<file path="src/rtl/neopixel_rx.sv">
// WS2812-style NRZ receiver: decodes high-pulse widths into bits, assembles
// LSB-first bytes and publishes a full frame after a valid latch (long low).
//
// state     | meaning
// SYNC_WAIT | counting consecutive low cycles, decoding disabled
// ARMED     | synced and idle, waiting for the first rising edge of a frame
// HIGH      | measuring a high pulse
// LOW       | between bits, watching for the next rise or the latch low
module neopixel_rx #(
  parameter int NUM_BYTES    = 48,
  parameter int BIT_THRESH   = 12,
  parameter int MIN_HIGH     = 3,
  parameter int MAX_HIGH     = 40,
  parameter int RESET_CYCLES = 1000
) (
  input  logic                   clk,
  input  logic                   nrst,
  input  logic                   din,
  output logic [8*NUM_BYTES-1:0] framebuf,
  output logic                   frame_valid,
  output logic [7:0]             byte_data,
  output logic                   byte_valid,
  output logic                   frame_err
);

  localparam int HW = $clog2(MAX_HIGH + 1);
  localparam int LW = $clog2(RESET_CYCLES + 1);
  localparam int BW = $clog2(NUM_BYTES + 1);

  localparam logic [HW-1:0] HIGH_MAX  = HW'(MAX_HIGH);
  localparam logic [HW-1:0] HIGH_LAST = HW'(MAX_HIGH - 1);
  localparam logic [HW-1:0] HIGH_MIN  = HW'(MIN_HIGH);
  localparam logic [HW-1:0] HIGH_THR  = HW'(BIT_THRESH);
  localparam logic [LW-1:0] LOW_MAX   = LW'(RESET_CYCLES);
  localparam logic [LW-1:0] LOW_LAST  = LW'(RESET_CYCLES - 1);
  localparam logic [BW-1:0] BYTES_MAX = BW'(NUM_BYTES);

  typedef enum logic [1:0] {SYNC_WAIT, ARMED, HIGH, LOW} state_t;

  state_t state, state_nxt;

  logic din_s1, din_s2, din_d;
  logic rise, fall;

  logic [HW-1:0]          high_cnt;
  logic [LW-1:0]          low_cnt;
  logic [BW-1:0]          byte_idx;
  logic [2:0]             bit_cnt;
  logic [7:0]             byte_sr;
  logic                   overflow;
  logic [8*NUM_BYTES-1:0] shadow;

  logic go_armed, proto_err, bit_done, bit_val, eof, start_high, start_low;

  always_ff @(posedge clk or negedge nrst) begin
    if (!nrst) begin
      din_s1 <= 1'b0;
      din_s2 <= 1'b0;
      din_d  <= 1'b0;
    end else begin
      din_s1 <= din;
      din_s2 <= din_s1;
      din_d  <= din_s2;
    end
  end

  assign rise = din_s2 & ~din_d;
  assign fall = ~din_s2 & din_d;

  always_ff @(posedge clk or negedge nrst) begin
    if (!nrst) state <= SYNC_WAIT;
    else       state <= state_nxt;
  end

  always_comb begin
    state_nxt  = state;
    go_armed   = 1'b0;
    proto_err  = 1'b0;
    bit_done   = 1'b0;
    bit_val    = 1'b0;
    eof        = 1'b0;
    start_high = 1'b0;
    start_low  = 1'b0;
    case (state)
      SYNC_WAIT: begin
        if (!din_s2 && low_cnt == LOW_LAST) begin
          state_nxt = ARMED;
          go_armed  = 1'b1;
        end
      end
      ARMED: begin
        if (rise) begin
          state_nxt  = HIGH;
          start_high = 1'b1;
        end
      end
      HIGH: begin
        if (fall) begin
          if (high_cnt < HIGH_MIN) begin
            state_nxt = SYNC_WAIT;
            proto_err = 1'b1;
          end else begin
            state_nxt = LOW;
            bit_done  = 1'b1;
            bit_val   = (high_cnt >= HIGH_THR);
            start_low = 1'b1;
          end
        end else if (high_cnt == HIGH_LAST) begin
          state_nxt = SYNC_WAIT;
          proto_err = 1'b1;
        end
      end
      LOW: begin
        if (rise) begin
          state_nxt  = HIGH;
          start_high = 1'b1;
        end else if (low_cnt == LOW_LAST) begin
          state_nxt = ARMED;
          eof       = 1'b1;
          go_armed  = 1'b1;
        end
      end
      default: state_nxt = SYNC_WAIT;
    endcase
  end

  always_ff @(posedge clk or negedge nrst) begin
    if (!nrst) begin
      high_cnt    <= '0;
      low_cnt     <= '0;
      byte_idx    <= '0;
      bit_cnt     <= '0;
      byte_sr     <= '0;
      overflow    <= 1'b0;
      shadow      <= '0;
      framebuf    <= '0;
      frame_valid <= 1'b0;
      byte_data   <= '0;
      byte_valid  <= 1'b0;
      frame_err   <= 1'b0;
    end else begin
      frame_valid <= 1'b0;
      byte_valid  <= 1'b0;
      frame_err   <= proto_err;

      if (start_high)                          high_cnt <= HW'(1);
      else if (state == HIGH && high_cnt < HIGH_MAX) high_cnt <= high_cnt + HW'(1);

      // SYNC_WAIT counts only an unbroken low run; any high restarts it
      if (proto_err)                           low_cnt <= '0;
      else if (start_low)                      low_cnt <= LW'(1);
      else if (state == SYNC_WAIT && din_s2)   low_cnt <= '0;
      else if ((state == SYNC_WAIT || state == LOW) && low_cnt < LOW_MAX)
        low_cnt <= low_cnt + LW'(1);

      if (eof) begin
        if (byte_idx == BYTES_MAX && bit_cnt == 3'd0 && !overflow) begin
          framebuf    <= shadow;
          frame_valid <= 1'b1;
        end else if (!(byte_idx == '0 && bit_cnt == 3'd0 && !overflow)) begin
          frame_err <= 1'b1;
        end
      end

      if (go_armed) begin
        byte_idx <= '0;
        bit_cnt  <= '0;
        overflow <= 1'b0;
        shadow   <= '0;
      end else if (bit_done) begin
        byte_sr[bit_cnt] <= bit_val;
        bit_cnt          <= bit_cnt + 3'd1;
        if (bit_cnt == 3'd7) begin
          byte_data  <= {bit_val, byte_sr[6:0]};
          byte_valid <= 1'b1;
          if (byte_idx < BYTES_MAX) begin
            shadow[{byte_idx, 3'b000} +: 8] <= {bit_val, byte_sr[6:0]};
            byte_idx <= byte_idx + BW'(1);
          end else begin
            overflow <= 1'b1;
          end
        end
      end
    end
  end

endmodule
</file>
<file path="config.mk">
export PLATFORM = sky130hd
export DESIGN_NAME = neopixel_rx
export DESIGN_NICKNAME = d
export VERILOG_FILES = /design/src/rtl/neopixel_rx.sv
export SDC_FILE = /design/constraint.sdc
export NUM_CORES = 2
export LEC_CHECK = 0
export ABC_AREA = 1
export ABC_CLOCK_PERIOD_IN_PS = 3600
export BUFFER_PORTS_ARGS = -buffer_cell sky130_fd_sc_hd__buf_2
export CORE_ASPECT_RATIO = 1.5
export CORE_MARGIN = 10
export CORE_UTILIZATION = 62
export DETAILED_ROUTE_END_ITERATION = 16
export HOLD_SLACK_MARGIN = 0.06
export PLACE_DENSITY = 0.83
export SLEW_MARGIN = 15
export SYNTH_ARGS = -nofsm -noshare
export SYNTH_HDL_FRONTEND = slang
export SYNTH_SLANG_ARGS = --single-unit
</file>
<file path="constraint.sdc">
create_clock -name clk -period 3.6 [get_ports clk]
set_input_delay 0.54 -clock clk [delete_from_list [all_inputs] [get_ports clk]]
set_output_delay 0.54 -clock clk [all_outputs]
set_load 0.01 [all_outputs]
</file>
=== After elaboration in Yosys (flattened, before gate mapping) ===
Cells that the tools add are included.

* $add $sub $neg: 5
* $lt $le $gt $ge: 7
* Multipliers: 0
* Mux-type cells: 57
* Reduce and logical (&&, ||, !) cells: 27
* Bitwise logic cells: 5
* Div/mod/pow operators: 0
* Shifts and indexed selects: 2
* Equal/unequal tests: 12

{| class="wikitable"
|+ Operator list
! kind !! count
|-
| $mux 384 || 4
|-
| $bwmux 384 || 1
|-
| $shift 8x11->384 const A || 1
|-
| $shiftx 8x11->384 || 1
|-
| $mux 10 || 4
|-
| $mux 6 || 6
|-
| $mux 1 || 29
|-
| $mux 2 || 7
|-
| $add 6x1->6 const B || 2
|-
| $eq 6x6->1 const B || 2
|-
| $lt 6x6->1 const B || 2
|-
| $neg 9->11 || 1
|-
| $add 10x1->10 const B || 1
|-
| $eq 10x10->1 const B || 1
|-
| $lt 10x10->1 const B || 1
|-
| $logic_and 1x1->1 || 9
|-
| $reduce_and 3->1 || 3
|-
| $bwmux 8 || 1
|-
| $pmux 2 s4 || 1
|-
| $reduce_bool 2->1 || 4
|-
| $ge 6x4->1 const B || 1
|-
| $logic_not 6->1 || 1
|-
| $lt 6x2->1 const B || 1
|-
| $mux 3 || 2
|-
| other kinds (20) || 29
|}

* Bits of input ports: 3
* Memories kept: 0
* Register bits after elaboration: 818
* Output and inout port bits: 395
* Logic and storage cells: 131
* Bits in writable memories: 0
* Memory bits (read-only): 0
* Bits in latches: 0

=== Longest topological paths before layout ===
* Depth in word-level cells: 10
* Mapped depth: 15
* Mapped depth without buffers: 14

=== Worst setup path before layout ===
No wires, ideal clock.

* Kind: flip-flop to flip-flop
* Start: register byte_idx[0]
* End: register shadow[171]
* Arrival time: 2.045 ns
* Clock period less this slack: 2.127 ns
* Setup slack: 1.473 ns
* Path buffers: 3
* Stages on the path, launching flop included: 10
* Setup time: 0.083 ns
* Path through: dfrtp_1 inv_1 buf_2 ha_1 clkbuf_1 clkbuf_1 nand3_1 nor2_1 nand2_1 o21ai_0

* Cells in the longest elaborated chain, start to end: 7
* Elaborated cells on any way between the ends: 11

{| class="wikitable"
|+ RTL lines
! element !! line !! text
|-
| from (decl) || 47 || <nowiki>logic [BW-1:0] byte_idx;</nowiki>
|-
| from (signal assigned) || 178 || <nowiki>byte_idx <= byte_idx + BW'(1);</nowiki>
|-
| $neg 9->11 || 177 || <nowiki>shadow[{byte_idx, 3'b000} +: 8] <= {bit_val, byte_sr[6:0]};</nowiki>
|-
| $shiftx 8x11->384 or $shift 8x11->384 (tied branches) || 177 ||
|-
| $bwmux 384 || 177 ||
|-
| $mux 384 || 176 || <nowiki>if (byte_idx < BYTES_MAX) begin</nowiki>
|-
| $mux 384 || 173 || <nowiki>if (bit_cnt == 3'd7) begin</nowiki>
|-
| $mux 384 || 170 || <nowiki>end else if (bit_done) begin</nowiki>
|-
| $mux 384 || 165 || <nowiki>if (go_armed) begin</nowiki>
|-
| to (signal, indexed assignment) || 177 ||
|-
| to (decl) || 51 || <nowiki>logic [8*NUM_BYTES-1:0] shadow;</nowiki>
|}

Several ways; a longest one is shown, not always the timed one. The select of a mux whose other input is x is not followed.
A chain may end at the register's enable or synchronous reset.

=== Worst setup path after layout ===
* Start: register byte_idx[0]
* End: register framebuf[68]

* Cells in the longest elaborated chain, start to end: 4

{| class="wikitable"
|+ RTL lines
! element !! line !! text
|-
| $eq 6x6->1 || 157 || <nowiki>if (byte_idx == BYTES_MAX && bit_cnt == 3'd0 && !overflow) begin</nowiki>
|-
| $logic_and 1x1->1 (2 in series) || 157 ||
|-
| $reduce_and 2->1 (no source line) || - ||
|-
| to (signal assigned) || 158 || <nowiki>framebuf <= shadow;</nowiki>
|-
| to (decl) || 19 || <nowiki>output logic [8*NUM_BYTES-1:0] framebuf,</nowiki>
|}

No other way between the ends.

==> run metrics <==
asr flop ratio synth 100%; Critical Path End Type flop; Buffers on Ports 397; Die Area 63700 sq um; DRT Pass-1 Iters 6; Avg Cell Area, Syn 8.81 sq um; syn nets 3804; Slew headroom 43.0%; r2r setup slk 0.45 ns; Root Driver clkbuf_16; CTS tree done; Routed Antenna Nets 0; RSZ-0062 raised after global routing false; Yosys top cell area share 61.3%; antenna violations before repair 0; # setup viols final 0; placed cell area 36200 sq um; final hold viol count 0; synth-to-layout area growth 16.0%; wire per inst 21.4 um; largest net degree at the start of global routing 178; post-CTS sizing 0; aggregate routed wire length 105000 um; Max FO, Critical Path 177; Rows 104; fmax 317 MHz; Synth area leaders dfrtp_1 61%, nand2_1 18%, nand3_1 6.9%; Top-Level Pins 398; Post-Syn Area 33400 sq um; initial core utilization 62.4%; Critical Path, Cell by Cell inv_1 -> ha_1 -> nand3_1 -> nor4_1 -> nand2_4 -> buf_12 -> buf_4 -> nand2_1 -> nand2_1; hold crit path type reg -> reg; Iter 0 DRT Violations 3039; Power per Cell Area 449 nW/um^2; status completed; Slew @ Worst Pin 0.854 ns; worst hold endpoint din_s2; layout cells sized above 1 16.3%; Seq pwr share 52.8%; Syn Inst Count 3786; GP Congestion 1.04; total inserted antenna cells 0; setup TNS 0 ns; Max clock buf depth 3; Setup crit start kind flop; signal arrival time at the worst endpoint 3.66 ns; Synth Register Bits 817; crit path buf inv count 3; Max VDD drop 442 uV; CTS Buf Count 73; RR Startpoint byte_idx[0]; grt total ovfl 0; post-route cell area 38700 sq um; Seq/Total Area, Yosys 61.3%; Worst-path clk slew 0.07 ns; Worst Hold Depth 0; CP delay by family, top simple AND/OR/NAND/NOR gates; Setup CP Type reg -> reg; Post-synth top flop dfrtp_1; Hold Startpoint din_s1; vias in the first global route 27200; Total Nets Final 4174; Reg2Reg Depth 9; most instantiated cells after synthesis 1556 x nand2_1, 817 x dfrtp_1, 458 x nand3_1; Static Leak 21.5 nW; worst-skew pair later-pin latency 0.63 ns; via count 28300; Most Frequent Cell on Critical Path nand2_1; CTS H-Tree Depth 3; YS warnings 0; cell taking the most area after synthesis dfrtp_1; global-route wire length before repair 161000 um; CP max stage cell dfrtp_1; Vias/cell 5.76; sw frac 21.5%; RR Endpoint framebuf[68]; MaxCap Viol Count 0; fin crit share 87.5%; post-route minimum period 3.15 ns; die height 304 um; gr usage total 32.4%; number of synthesized flops with an enable pin 0; Final Slew Violations 0; Pint 13.7 mW; die width 209 um; most common cell in the synthesized netlist nand2_1; Core Region 53500 sq um; HPWL after detailed placement 73800 um; Gate power share 1.3%; Net Sw Power 3.73 mW; CP startpoint byte_idx[0]; Sink Count 817; crit-path max cell delay 0.53 ns; Clk pwr share 45.9%; Setup Skew 0.0234 ns; number of cells on the critical path 9; DRC Markers 0; CP required 4.11 ns; synth unique cells 36
==> kinds of logic after synthesis <==
family	Yosys count	synth area share, %
buffers and inverters	378	4.76
adders and majority gates	15	0.563
and+or+nand+nor	2247	28.3
AOI/OAI and AO/OA	325	4.95
xor gates and xnor gates	4	0.105
DFF	817	61.3
==> what timing repair did <==
item / CTS / global route
endpoints found under the hold margin: 58 / 0
buffers inserted: 0 / 0
hold buffers: 2 / 0
==> sequential cells by signal (all words and copies together), names as in the netlist <==
signal       cells
framebuf       384
low_cnt         10
din_d            1
byte_sr          7
bit_cnt          3
state            2
overflow         1
byte_idx         6
shadow         384
din_s2           1
high_cnt         6
frame_err        1
byte_data        8
byte_valid       1
din_s1           1
frame_valid      1
==> final cells by class <==
cell class | instances | area, sq um
Fill cell | 4067 | 14800
Tap cell | 689 | 862
Clock inverter | 33 | 343
Sequential cell | 817 | 20400
Clock buffer | 99 | 2110
Inverter | 191 | 724
Multi-Input combinational cell | 2591 | 11300
Timing Repair Buffer | 482 | 2850
==> power by group through the flow <==
stage	clock [mW]	combinational, mW	sequential (mW)
2_1_floorplan	0	0.0107	9.36
3_3_place_gp	0	0.231	9.36
3_5_place_dp	0	0.233	9.36
5_1_grt	8.38	0.259	9.18
4_1_cts	8.03	0.235	9.19
6_report	7.97	0.224	9.18
==> worst max-delay path by stage <==
stage                              end  slack [ns]
after floorplan            shadow[171]        1.47
final                     framebuf[68]        0.45
after global placement     shadow[175]        0.63
after CTS                 framebuf[68]        0.62
after detailed placement  framebuf[68]        0.63
after global routing      framebuf[68]        0.35
==> stage by stage <==
| stage | std cells | worst slack [ns] | util (%) | power [mW] | hold slack, ns |
|---|---|---|---|---|---|
| final | 4902 | 0.450 | 72.3 | 17.4 | 0.366 |
| after floorplan | 3786 | 1.47 | - | 9.37 | 0.244 |
| after global placement | 4768 | 0.632 | 67.7 | 9.59 | 0.335 |
| after global routing | 4902 | 0.348 | 72.3 | 17.8 | 0.374 |
| after detailed placement | 4768 | 0.628 | 67.7 | 9.59 | 0.354 |
| after CTS | 4902 | 0.619 | 72.3 | 17.4 | 0.369 |
==> per-layer routing <==
metal / routed length, um / global-route usage (%)
met3: 8580 / 6.11
met2: 50400 / 51.9
met4: 7210 / 20.0
met1: 38800 / 40.1
met5: 0 / 0
==> placed cells by master (no fill, tap or decap), drive strengths merged, types with 8 or more instances in the layout <==
master / count
a21oi: 18
buf: 480
clkbuf: 99
clkinv: 22
dfrtp: 817
ha: 15
inv: 191
nand2: 1573
nand3: 467
nand4: 35
nor2: 143
nor3: 15
nor4: 9
o21ai: 295
o22ai: 8
(Power assumes the default switching activity.)
